### config.mk
export PLATFORM = sky130hd
export DESIGN_NAME = qmem_trc_fifo
export DESIGN_NICKNAME = d
export VERILOG_FILES = /design/src/rtl/qmem_trc_fifo.sv
export SDC_FILE = /design/constraint.sdc
export NUM_CORES = 1
export LEC_CHECK = 0
export BUFFER_PORTS_ARGS = -buffer_cell sky130_fd_sc_hd__buf_2
export CORE_UTILIZATION = 50
export DETAILED_ROUTE_END_ITERATION = 16
export PLACE_DENSITY = 0.66
export SYNTH_ARGS = -nofsm -noshare
export SYNTH_HDL_FRONTEND = slang
export SYNTH_SLANG_ARGS = --single-unit
### constraint.sdc
create_clock -name clk -period 4.5 [get_ports clk]
set_input_delay 0.675 -clock clk [delete_from_list [all_inputs] [get_ports clk]]
set_output_delay 0.675 -clock clk [all_outputs]
set_load 0.01 [all_outputs]
### src/rtl/qmem_trc_fifo.sv
// Synchronous first-word-fall-through FIFO holding qmem trace entries.
module qmem_trc_fifo #(
  parameter int unsigned W  = 70,
  parameter int unsigned AW = 4
) (
  input  logic          clk,
  input  logic          rst,
  input  logic          push,
  input  logic          pop,
  input  logic [W-1:0]  wr_data,
  output logic [W-1:0]  rd_data_c,
  output logic          valid,
  output logic          full,
  output logic [AW:0]   level
);

  localparam int unsigned DEPTH = 2 ** AW;

  logic [W-1:0]  mem [DEPTH];
  logic [AW-1:0] wr_ptr;
  logic [AW-1:0] rd_ptr;
  logic          do_push;
  logic          do_pop;
  logic [AW:0]   level_d;

  // A pop frees a slot in the same cycle, so a full FIFO still accepts push+pop
  assign do_pop  = pop & valid;
  assign do_push = push & (~full | do_pop);

  // Occupancy after this cycle's push/pop
  always_comb begin
    level_d = level;
    case ({do_push, do_pop})
      2'b10:   level_d = level + (AW+1)'(1);
      2'b01:   level_d = level - (AW+1)'(1);
      default: level_d = level;
    endcase
  end

  // Pointers, level and status flags
  always_ff @(posedge clk or posedge rst) begin
    if (rst) begin
      wr_ptr <= '0;
      rd_ptr <= '0;
      level  <= '0;
      valid  <= 1'b0;
      full   <= 1'b0;
    end else begin
      if (do_push) wr_ptr <= wr_ptr + AW'(1);
      if (do_pop)  rd_ptr <= rd_ptr + AW'(1);
      level <= level_d;
      valid <= (level_d != '0);
      full  <= (level_d == (AW+1)'(DEPTH));
    end
  end

  // Entry storage; contents are don't-care until written
  always_ff @(posedge clk) begin
    if (do_push) mem[wr_ptr] <= wr_data;
  end

  assign rd_data_c = mem[rd_ptr];

endmodule

==> impl_metrics.toml <==
[run_status]
outcome = "finished clean"

[synth]
async_flop_share_pct = 1.32
ys_ff_latch = 1135
yosysTopAreaCell = "sky130_fd_sc_hd__edfxtp_1"
yosys-top-cells-count = "1120 x sky130_fd_sc_hd__edfxtp_1, 240 x sky130_fd_sc_hd__mux4_2, 110 x sky130_fd_sc_hd__mux4_1"
syn-instance-count = 1648
cell_area_synth_mm2 = 0.0435
synth_top_area_share_pct = 77.3
mappedNetlistNets = 1730
seq_area_frac_synth_pct = 78.1
syn_avg_cell_area_um2 = 26.4
synthesis.yosys.warnings = 0
post-synth-top-count-cell = "sky130_fd_sc_hd__edfxtp_1"
yosys-top-cells-area = "sky130_fd_sc_hd__edfxtp_1 77%, sky130_fd_sc_hd__mux4_2 12%, sky130_fd_sc_hd__mux4_1 6.6%, sky130_fd_sc_hd__dfrtp_1 0.86%, sky130_fd_sc_hd__buf_6 0.57%"
yosysUniqueCellTypes = 36
main_flop_type_after_synthesis = "sky130_fd_sc_hd__edfxtp_1"
synth-edff-count = 1120

[clock_tree]
root_buffer = "sky130_fd_sc_hd__clkbuf_16"
clock_latency_ns = 0.68
tritoncts_clock_tree = "done"
worst_setup_hold_path_clk_slew_ns = 0.06
cts_hold_repair.buffers = 0
clock_tree.htree_level_count = 3
clk_path_buf_depth = 3
number_of_buffers_created_by_cts = 112
cts_post_setup_buffers_inserted = 0
cts_sinks = 1135
cts_repair_resize_count = 0

[detailed_routing]
route.detailed.wl_per_inst_um = 28.8
routed_wirelength_um = 89800
post-route-drc-count = 0
m1WireLength_um = 38300
met2_wirelength_um = 44500
via_count = 18896
initialDrtViolationCount = 1636
detailed_route_wirelength_on_metal3_um = 5310
routed_via_density = 6.05
drt.antenna.violating_nets = 0
topRoutingLayerUsed = "met5"
drtPass1Iterations = 5

[sta]
report.final.slew_viol_count = 0
setup_viol = 0
slew_headroom_pct = 34.7
post-route-period-util_pct = 86.4
tightest_pin_transition_ns = 0.979
fmaxAchievable_mhz = 257
fin_worst_skew_ns = 0.0288
final.min_clock_period_ns = 3.89
rsz0062_at_grt = "false"
fin_tns_setup_ns = 0
final_hold_viol_count = 0

[die]
floorplan.die_area_mm2 = 0.0882
die_width_um = 297
die-height_um = 297
floorplan.core_area_mm2 = 0.0857
rows = 107
initial_utilization_pct = 50.8
num_io_pins = 151

[pwr]
cellLeakagePower_nw = 16.0
irDropWorstVdd_mv = 0.378
pwr_cell_area_mw_per_mm2 = 626

[finish]
num_antenna_cells = 0
syn2layout_area_growth_pct = 13.8
design.final.nets = 1967
fin_area_mm2 = 0.0495
final_layout_size_suffix_gt1_share_pct = 31.6

[worst_setup_path]
critical_path.reg2reg.startpoint = "valid"
worst_setup_path_end_kind = "output port"
rrSetupSlack_ns = 1.09
worstSetupStartpoint = "rd_ptr[0]"
maximum_fanout_along_the_worst_path = 34
worst-setup-path-type = "reg -> out"
critPathLaunchType = "register"
timing.critical_path.arrival_ns = 3.22
critPathRequiredTime_ns = 3.83

[global_route]
grt_pass1_wl_um = 132000
grt_pass1_vias = 19445
initial_antenna_violation_count = 10
grt_overflow_total = 0
pin_count_of_the_biggest_net_entering_global_routing = 71
grt_use_total_pct = 20.5

[placed_design]
post_detailed_placement_half_perimeter_wirelength_um = 47400
placed_area_mm2 = 0.0459
rd_place_congestion = 0.728
portBuffers = 150

[flow_run]
max-cap-violations = 0

[min_path]
hold_class = "in -> async"
==> cells by family (layout without fill, tap and decap cells) <==
group | after synthesis | count (layout) | share of synthesized area [%]
flip-flops | 1135 | 1135 | 78.1
multiplexers | 352 | 352 | 19.1
buffers and inverters | 88 | 419 | 1.52
AND/OR/NAND/NOR | 41 | 41 | 0.558
AO/OA/AOI/OAI | 12 | 12 | 0.187
XOR/XNOR | 12 | 12 | 0.242
adder cells (fa/ha/maj) | 8 | 8 | 0.230
==> flip-flops by register name, summed over array words and instances (netlist names) <==
register  flops
level         5
valid         1
mem        1120
wr_ptr        4
rd_ptr        4
full          1
==> cells in the final DEF (no fill, tap or decap), types with 2 or more instances in the layout <==
master and instances:
sky130_fd_sc_hd__buf_4 28, sky130_fd_sc_hd__inv_1 5, sky130_fd_sc_hd__ha_1 8, sky130_fd_sc_hd__clkinv_2 22, sky130_fd_sc_hd__inv_6 3, sky130_fd_sc_hd__mux2_2 2, sky130_fd_sc_hd__clkinv_8 2, sky130_fd_sc_hd__clkinvlp_4 3
sky130_fd_sc_hd__nor3b_1 4, sky130_fd_sc_hd__buf_2 150, sky130_fd_sc_hd__dfrtp_1 11, sky130_fd_sc_hd__dfrtp_4 4, sky130_fd_sc_hd__o21ai_0 3, sky130_fd_sc_hd__nor2_1 3, sky130_fd_sc_hd__bufinv_16 11, sky130_fd_sc_hd__a21oi_1 2
sky130_fd_sc_hd__xnor2_1 8, sky130_fd_sc_hd__nand2_1 6, sky130_fd_sc_hd__xor2_1 4, sky130_fd_sc_hd__clkinv_1 31, sky130_fd_sc_hd__edfxtp_1 1120, sky130_fd_sc_hd__mux4_2 240, sky130_fd_sc_hd__nor3_1 2, sky130_fd_sc_hd__and2_4 16
sky130_fd_sc_hd__buf_12 28, sky130_fd_sc_hd__mux4_1 110, sky130_fd_sc_hd__clkbuf_16 113, sky130_fd_sc_hd__nand4_1 2, sky130_fd_sc_hd__clkbuf_1 20, sky130_fd_sc_hd__clkinv_16 2
==> critical path: stages (launching register included) <==
cell                      delay (ns)
sky130_fd_sc_hd__dfrtp_4        0.62
sky130_fd_sc_hd__buf_12         0.28
sky130_fd_sc_hd__buf_12         0.31
sky130_fd_sc_hd__mux4_1         0.64
sky130_fd_sc_hd__mux4_2         0.49
sky130_fd_sc_hd__buf_2          0.16
==> power breakdown <==
group | switching, mW | total [mW] | internal (mW)
Clock | 3.91 | 9.15 | 5.24
Sequential | 0.511 | 13.2 | 12.7
Combinational | 4.35 | 8.62 | 4.27
Total | 8.77 | 31.0 | 22.2
==> worst paths after layout <==
check,depth (start not counted),endpoint
setup / recovery,5,rd_data_c[44]
hold / removal,2,rd_ptr[0]
setup reg to reg,11,valid
hold reg to reg,1,level[4]
max in group asynchronous,2,rd_ptr[1]
min in group clk,3,rd_ptr[0]
==> per-stage QoR <==
step           std cells  setup slack [ns]  util, %  power [mW]  hold WS, ns
4_1_cts             3123             0.531     57.8        31.4       0.0846
3_5_place_dp        2915             0.717     53.5        22.2        0.524
6_report            3123             0.610     57.8        31.0       0.0984
2_1_floorplan       1648             0.779        -        19.4        0.493
5_1_grt             3123             0.460     57.8        32.1        0.141
3_3_place_gp        2915             0.852     53.5        22.1        0.504
==> layout make-up <==
type                    instances  area, µm²
clock buffers                 133       2900
clock inverters                75        718
fillers                      6007      36200
inverters                       5       18.8
multi-input cells             425       8890
flip-flops and latches       1135      34000
well taps                    1144       1430
repair buffers                206       1520
==> routing by layer <==
layer,vias up,GRT usage [%]
li1,7818,-
met1,10295,29.7
met2,644,33.1
met3,129,3.13
met4,10,5.06
met5,-,0
Note: power is estimated with default switching activity, not from simulation.
